### config.mk
export PLATFORM = sky130hd
export DESIGN_NAME = fetch_seq
export DESIGN_NICKNAME = d
export VERILOG_FILES = /design/src/rtl/fetch_seq.sv
export SDC_FILE = /design/constraint.sdc
export NUM_CORES = 1
export LEC_CHECK = 0
export ABC_CLOCK_PERIOD_IN_PS = 2250
export BUFFER_PORTS_ARGS = -buffer_cell sky130_fd_sc_hd__buf_2
export CORE_MARGIN = 1.5
export CORE_UTILIZATION = 45
export CTS_CLUSTER_DIAMETER = 120
export CTS_CLUSTER_SIZE = 12
export DETAILED_ROUTE_END_ITERATION = 10
export PLACE_DENSITY_LB_ADDON = 0.15
export REMOVE_ABC_BUFFERS = 1
export SYNTH_ARGS = -nofsm -noshare
export SYNTH_HDL_FRONTEND = slang
export SYNTH_SLANG_ARGS = --single-unit
export TNS_END_PERCENT = 30
### constraint.sdc
create_clock -name CLK -period 2.25 [get_ports CLK]
set_input_delay 0.45 -clock CLK [delete_from_list [all_inputs] [get_ports CLK]]
set_output_delay 0.45 -clock CLK [all_outputs]
set_load 0.01 [all_outputs]
### src/rtl/fetch_seq.sv
// Variable-length instruction fetch over a multiplexed address/data bus.
// Each word costs one address phase plus a wait phase; completed instructions are handed to decode via valid/ready.
module fetch_seq #(
  parameter int          W         = 8,
  parameter int          WORDS_MAX = 3,
  parameter int unsigned RESET_PC  = 0
) (
  input  logic                   CLK,
  input  logic                   RST,
  input  logic                   run,
  input  logic                   jmp_valid,
  input  logic [W-1:0]           jmp_addr,
  output logic [W-1:0]           bus_out,
  output logic                   bus_oe,
  output logic                   mem_rd,
  input  logic                   mem_rdy,
  input  logic [W-1:0]           bus_in,
  output logic [W*WORDS_MAX-1:0] instr,
  output logic [$clog2(WORDS_MAX+1)-1:0] instr_len,
  output logic [W-1:0]           instr_pc,
  output logic                   instr_valid,
  input  logic                   instr_ready,
  output logic [W-1:0]           pc,
  output logic                   busy
);

  localparam int LB = $clog2(WORDS_MAX);
  localparam int LW = $clog2(WORDS_MAX+1);

  typedef enum logic [1:0] {IDLE, ADDR, WAIT, HOLD} state_t;

  state_t                 state_q, state_d;
  logic [W-1:0]           pc_q, pc_d;
  logic [LW-1:0]          cnt_q, cnt_d;
  logic [W*WORDS_MAX-1:0] instr_q, instr_d;
  logic [LW-1:0]          len_q, len_d;
  logic [W-1:0]           ipc_q, ipc_d;
  logic                   valid_q, valid_d;
  logic                   jpend_q, jpend_d;
  logic [W-1:0]           jaddr_q, jaddr_d;

  logic [LB:0]            raw_len;
  logic [LW-1:0]          first_len;
  logic [LW-1:0]          cur_len;
  logic                   last_word;
  logic                   jmp_any;
  logic [W-1:0]           jmp_tgt;
  logic [WORDS_MAX-1:0]   word_sel;

  genvar gi;
  generate
    for (gi = 0; gi < WORDS_MAX; gi++) begin : g_sel
      assign word_sel[gi] = (cnt_q == LW'(gi));
    end
  endgenerate

  // Length lives in the top LB bits of the first word, saturated to WORDS_MAX.
  assign raw_len   = {1'b0, bus_in[W-1 -: LB]} + (LB+1)'(1);
  assign first_len = (raw_len > (LB+1)'(WORDS_MAX)) ? LW'(WORDS_MAX) : LW'(raw_len);
  assign cur_len   = word_sel[0] ? first_len : len_q;
  assign last_word = ((cnt_q + LW'(1)) == cur_len);

  // A jump arriving on the completing cycle counts as pending too.
  assign jmp_any = jpend_q | jmp_valid;
  assign jmp_tgt = jmp_valid ? jmp_addr : jaddr_q;

  always_comb begin
    state_d = state_q;
    pc_d    = pc_q;
    cnt_d   = cnt_q;
    instr_d = instr_q;
    len_d   = len_q;
    ipc_d   = ipc_q;
    valid_d = valid_q;
    jpend_d = jpend_q;
    jaddr_d = jaddr_q;
    case (state_q)
      IDLE: begin
        if (jmp_valid) pc_d = jmp_addr;
        if (run) state_d = ADDR;
      end
      ADDR: begin
        pc_d    = pc_q + W'(1);
        state_d = WAIT;
        if (jmp_valid) begin
          jpend_d = 1'b1;
          jaddr_d = jmp_addr;
        end
      end
      WAIT: begin
        if (jmp_valid) begin
          jpend_d = 1'b1;
          jaddr_d = jmp_addr;
        end
        if (mem_rdy) begin
          if (jmp_any) begin
            pc_d    = jmp_tgt;
            cnt_d   = '0;
            jpend_d = 1'b0;
            state_d = run ? ADDR : IDLE;
          end else begin
            for (int k = 0; k < WORDS_MAX; k++) begin
              if (word_sel[k])      instr_d[k*W +: W] = bus_in;
              else if (word_sel[0]) instr_d[k*W +: W] = '0;
            end
            if (word_sel[0]) begin
              ipc_d = pc_q - W'(1);
              len_d = first_len;
            end
            if (last_word) begin
              valid_d = 1'b1;
              state_d = HOLD;
            end else begin
              cnt_d   = cnt_q + LW'(1);
              state_d = ADDR;
            end
          end
        end
      end
      HOLD: begin
        if (jmp_valid || instr_ready) begin
          valid_d = 1'b0;
          cnt_d   = '0;
          state_d = run ? ADDR : IDLE;
          if (jmp_valid) pc_d = jmp_addr;
        end
      end
      default: state_d = IDLE;
    endcase
  end

  always_ff @(posedge CLK) begin
    if (RST) begin
      state_q <= IDLE;
      pc_q    <= W'(RESET_PC);
      cnt_q   <= '0;
      instr_q <= '0;
      len_q   <= '0;
      ipc_q   <= '0;
      valid_q <= 1'b0;
      jpend_q <= 1'b0;
      jaddr_q <= '0;
    end else begin
      state_q <= state_d;
      pc_q    <= pc_d;
      cnt_q   <= cnt_d;
      instr_q <= instr_d;
      len_q   <= len_d;
      ipc_q   <= ipc_d;
      valid_q <= valid_d;
      jpend_q <= jpend_d;
      jaddr_q <= jaddr_d;
    end
  end

  assign bus_oe      = (state_q == ADDR);
  assign mem_rd      = (state_q == ADDR);
  assign bus_out     = (state_q == ADDR) ? pc_q : '0;
  assign busy        = (state_q != IDLE);
  assign instr       = instr_q;
  assign instr_len   = len_q;
  assign instr_pc    = ipc_q;
  assign instr_valid = valid_q;
  assign pc          = pc_q;

endmodule

# Word level (Yosys, flattened, before mapping)
# Index checks and enable logic that the tools add are counted.
dict set report totals {
  register_bits 56
  input_bits 22
  out_inout_bits 54
  wordCells 81
}
dict set report classes {
  add_sub_neg 4
  magnitude_cmp 1
  n_eq_ne 13
  mux 33
  n_bitwise 2
  n_reduce_logical 17
}
# cell n
set ops {}
lappend ops {{2-to-1 mux 8 bit} 9}
lappend ops {{case mux 8 bit (4 select lines)} 1}
lappend ops {{2-to-1 mux 2 bit} 11}
lappend ops {{AND reduction 4 bit} 4}
lappend ops {{inequality test 2 bit, second input constant} 6}
lappend ops {{nonzero test 2 bit} 5}
lappend ops {{AND reduction 3 bit} 3}
lappend ops {{adder 8 x 1 -> 8 bit, second input constant} 1}
lappend ops {{2-to-1 mux 1 bit} 8}
lappend ops {{case mux 2 bit (4 select lines)} 1}
lappend ops {{subtractor 8 x 1 -> 8 bit, second input constant} 1}
lappend ops {{== test 2 bit, second input constant} 3}
lappend ops {{AND reduction 5 bit} 1}
lappend ops {{== test 2 x 1 -> 1 bit, second input constant} 2}
lappend ops {{zero test 2 bit} 2}
lappend ops {{case mux 1 bit (2 select lines)} 2}
lappend ops {{case mux 2 bit (2 select lines)} 1}
lappend ops {{adder 2 x 1 -> 3 bit, second input constant} 1}
lappend ops {{> comparator 3 x 2 -> 1 bit, second input constant} 1}
lappend ops {{inequality test 3 bit, second input constant} 1}
lappend ops {{adder 2 x 1 -> 2 bit, second input constant} 1}
lappend ops {{== test 2 bit} 1}
lappend ops {{OR reduction 2 bit} 1}
lappend ops {{logical OR 1 bit} 1}
lappend ops {{2 further kinds} 2}

# Longest topological paths before layout
dict set report logic_depth {
  depth_word 9
  depth_mapped 9
  depth_no_buf 7
}

# Worst setup path after synthesis
# No wires, ideal clock.
dict set report synth_path {
  path_kind {register to register}
  start {reg cnt_q[0]}
  end {reg cnt_q[1]}
  setup_ps 101
  arrival_ps 1900
  path_slack_ps 249
  path_stages_with_launch 8
  path_buffers 0
  synth_period_minus_slack_ps 2001
  path_cell_list {dfxtp_1 -> inv_1 -> ha_1 -> nand2b_4 -> a2111o_1 -> a211o_1 -> a211o_1 -> o41ai_1}
}
dict set report synth_between {
  elab_chain_len 5
  elab_cells_between_ends 10
}
# item line
set synth_lines {}
lappend synth_lines {{start, declared} 34} ;# logic [LW-1:0] cnt_q, cnt_d;
lappend synth_lines {{start signal, assigned} 146} ;# cnt_q <= cnt_d;
lappend synth_lines {{adder 2 x 1 -> 2 bit / zero test 2 bit (equally long branches)} {61, 114, 53}}
lappend synth_lines {{2-to-1 mux 2 bit (on tied branches)} n/a}
lappend synth_lines {{2-to-1 mux 2 bit / == test 2 bit (equally long branches)} {96, 61}}
lappend synth_lines {{2-to-1 mux 2 bit / inequality test 3 bit (equally long branches)} n/a}
lappend synth_lines {{case mux 2 bit (2 select lines) / AND reduction 4 bit (equally long branches)} n/a}
# Parallel ways exist; a longest one is shown, timed or not. The select of a mux whose other input is x is not followed.
# A chain may end at the register's enable or synchronous reset.

# Worst setup path in the final report
# Same ends and word-level chain as after synthesis.

==> key figures <==
Floorplan
  • Initial Utilization: 0.463
  • I/O pin total: 76
  • Core area: 5920 sq um
  • Die X: 81.1 microns
  • Die Span Y: 81.1 microns
  • Die Area: 6570 sq um
  • Rows: 28

Finish
  • Nets: 432
  • ANT cells: 0
  • Fill cell count: 599
  • Layout cells sized above 1: 0.267
  • Layout area overhead: 21.2%
  • Non-filler cells, final: 476

Worst setup path
  • CP startpoint: cnt_q[0]$_SDFFE_PP0P_
  • Crit path max fanout: 8
  • WP buf/inv: 1
  • Worst Setup Start Kind: flip-flop
  • Critical path's largest stage delay: 0.45 ns
  • Critical Path AT: 2.30 ns
  • CP delay by family, top: compound AO/OA/AOI/OAI gates
  • Required @ worst endpoint: 2.46 ns
  • Reg2Reg Launch Point: cnt_q[0]$_SDFFE_PP0P_
  • Critical Path, Cell by Cell: inv_1 > ha_2 > nand2b_4 > a2111o_1 > a211o_1 > a211o_1 > o41ai_1
  • Critical Path End Type: flip-flop
  • Slowest-stage cell, CP: a2111o_1
  • Setup CP Type: reg -> reg
  • Top cell by count, worst path: a211o_1

Run status
  • Status: complete, no violations

Timing
  • Skew final: 0.00807 ns
  • Fmax: 478 MHz
  • Fin. Hold Viols: 0
  • Worst slew pin tran: 0.697 ns
  • RSZ-0062 raised after global routing: false
  • Slew HR: 0.535
  • Final setup fails: 0
  • Minimum clock period: 2.09 ns
  • Setup_tns: 0 ns
  • Tcrit/Tclk final: 0.929
  • Setup WS post-layout: 0.159 ns
  • Max-slew violations: 0
  • WHS: 0.397 ns

Clock tree
  • Setup bufs post-CTS: 0
  • Root Buffer: clkbuf_8
  • Max Buffers Root-to-Sink: 2
  • CTS H-Tree Depth: 2
  • Later-pin clock latency in the skew report: 0.30 ns
  • CTS clk-pin slew, worst paths: 0.10 ns
  • Cts bufs inserted: 5
  • CTS tree: built
  • TritonCTS Sinks: 56

Global route
  • Vias in the first global route: 2234
  • First-pass GRT wire length: 10.8 mm
  • GRT Total Usage: 0.210
  • Antenna violations before repair: 0
  • Global route overflow: 0
  • Largest net degree at the start of global routing: 37

Yosys
  • Asr flop ratio synth: 0
  • Most used DFF post-synth: dfxtp_1
  • Yosys cell types: 50
  • Post-Synthesis Cells: 329
  • Synthesized area: 2740 sq um
  • Yosys warns: 0
  • Number of synthesized flops with an enable pin: 0
  • Yosys reg bits: 56
  • Syn_area_per_cell: 8.34 sq um
  • Share of the yosys chip area belonging to registers: 0.409

Routing
  • WL/cell: 13.9 microns
  • Vias post-DR: 2544
  • DRT antenna net count: 0
  • DR vias/cell: 5.34
  • DRC: 0
  • TritonRoute pass-1 iters: 4
  • Starting DRC count in detailed routing: 119
  • WL final: 6.61 mm

Power
  • Worst vdd ir: 0.000641 V
  • Cell Pwr Density: 1010 nW/um^2
  • Design Power: 0.00336 W
  • LEAKAGE: 1.42 nW

Hold path
  • Hold crit path type: in -> reg
  • Hold Path Origin: bus_in[5]

Placement
  • Gpl congestion: 0.807
  • Post-Place Setup Slack: 0.0589 ns
  • DP HPWL: 4.86 mm
  • Placed insts: 468
  • # port buffers: 75

Run
  • Total of max-cap violations: 0
==> metrics by stage <==
step	cell area (sq um)	util
after floorplan	2630	-
after detailed placement	3200	0.540
after CTS	3310	0.560
after global routing	3330	0.562
after global placement	3200	0.540
final	3330	0.562
==> what timing repair did <==
item	CTS	global route
endpoints found under the setup margin	0	21
hold buffers	0	0
resized for setup	0	5
==> registers in the layout, indices dropped and copies added (netlist names), 2 cells and up <==
register,flops
instr_pc,8
instr_len,2
pc,8
state_q,2
cnt_q,2
instr,24
jaddr_q,8
==> worst reg2reg max path: stages, from the launching register on <==
cell and delay (ns):
dfxtp_2 0.38, inv_1 0.09, ha_2 0.23, nand2b_4 0.15, a2111o_1 0.45, a211o_1 0.35
a211o_1 0.28, o41ai_1 0.06
==> cell usage in the layout, fill, tap and decap left out, drive strengths merged, types with 4 or more instances in the layout <==
cell    instances
a211oi         11
a21oi          24
a221oi          4
a22o            4
a22oi          17
and2           10
and3            5
buf            88
clkbuf          5
dfxtp          56
ha             10
inv            11
nand2          37
nand3          11
nor2           38
nor3            7
o21ai          11
xnor2           6
==> cells in the mapped netlist (2+ instances only) <==
| cell type | number | area, sq um |
|---|---|---|
| dfxtp_1 | 56 | 1120 |
| nor2_1 | 38 | 143 |
| nand2_1 | 37 | 139 |
| a21oi_1 | 24 | 120 |
| a22oi_1 | 17 | 128 |
| clkbuf_1 | 14 | 52.6 |
| inv_1 | 11 | 41.3 |
| nand3_1 | 11 | 55.1 |
| a211oi_1 | 10 | 75.1 |
| and2_1 | 10 | 62.6 |
| ha_1 | 10 | 125 |
| o21ai_0 | 8 | 40.0 |
| buf_2 | 7 | 35.0 |
| nor3_1 | 7 | 35.0 |
| xnor2_1 | 6 | 52.6 |
| and3_1 | 5 | 31.3 |
| a221oi_1 | 4 | 35.0 |
| a22o_1 | 4 | 35.0 |
| a211o_1 | 3 | 26.3 |
| a311oi_1 | 3 | 26.3 |
| nand4_1 | 3 | 18.8 |
| o21a_1 | 3 | 22.5 |
| or3_1 | 3 | 18.8 |
| a2111oi_0 | 2 | 17.5 |
| mux2i_1 | 2 | 20.0 |
| nand3b_1 | 2 | 15.0 |
| nor2b_1 | 2 | 12.5 |
| nor3b_1 | 2 | 15.0 |
| o21ai_1 | 2 | 10.0 |
| o41ai_1 | 2 | 17.5 |
| xor2_1 | 2 | 17.5 |
==> final timing paths <==
| check | cells after the start | to | slack [ns] |
|---|---|---|---|
| worst min-delay path | 3 | instr[5]$_SDFFE_PP0P_ | 0.40 |
| worst min register to register | 2 | instr[4]$_SDFFE_PP0P_ | 0.46 |
| worst max-delay path | 7 | cnt_q[1]$_SDFFE_PP0P_ | 0.16 |
| worst max register to register | 7 | cnt_q[1]$_SDFFE_PP0P_ | 0.16 |
==> power breakdown <==
part | switching, W | leakage, nW | internal (W) | total (W)
sequential | 0.000182 | 0.455 | 0.00113 | 0.00131
combinational | 0.000798 | 0.907 | 0.000579 | 0.00138
clock | 0.000333 | 0.0583 | 0.000336 | 0.000669
total | 0.00131 | 1.42 | 0.00204 | 0.00336
==> layout make-up <==
cell class	instances	area (sq um)	area share
Inverter	11	41.3	0.0124
Clock buffer	5	68.8	0.0207
Clock inverter	3	47.5	0.0143
Timing Repair Buffer	88	473	0.142
Multi-Input combinational cell	238	1480	0.445
Sequential cell	56	1120	0.337
Tap cell	75	93.8	0.0282
==> kinds of logic after synthesis <==
family	Yosys count	synth area share
buf+inv	35	0.0561
xor+xnor	8	0.0255
simple gates	125	0.216
mux	3	0.0114
flops	56	0.409
compound gates	92	0.237
fa+ha+maj	10	0.0456
==> metal layers <==
metal,up-vias,share of wire,global-route usage
li1,1310,-,-
met1,1177,0.51,0.305
met2,55,0.45,0.320
met3,2,0.043,0.0348
met4,0,0.0061,0.0569
met5,-,0,0
No activity file was read; power rests on OpenSTA's default activity.
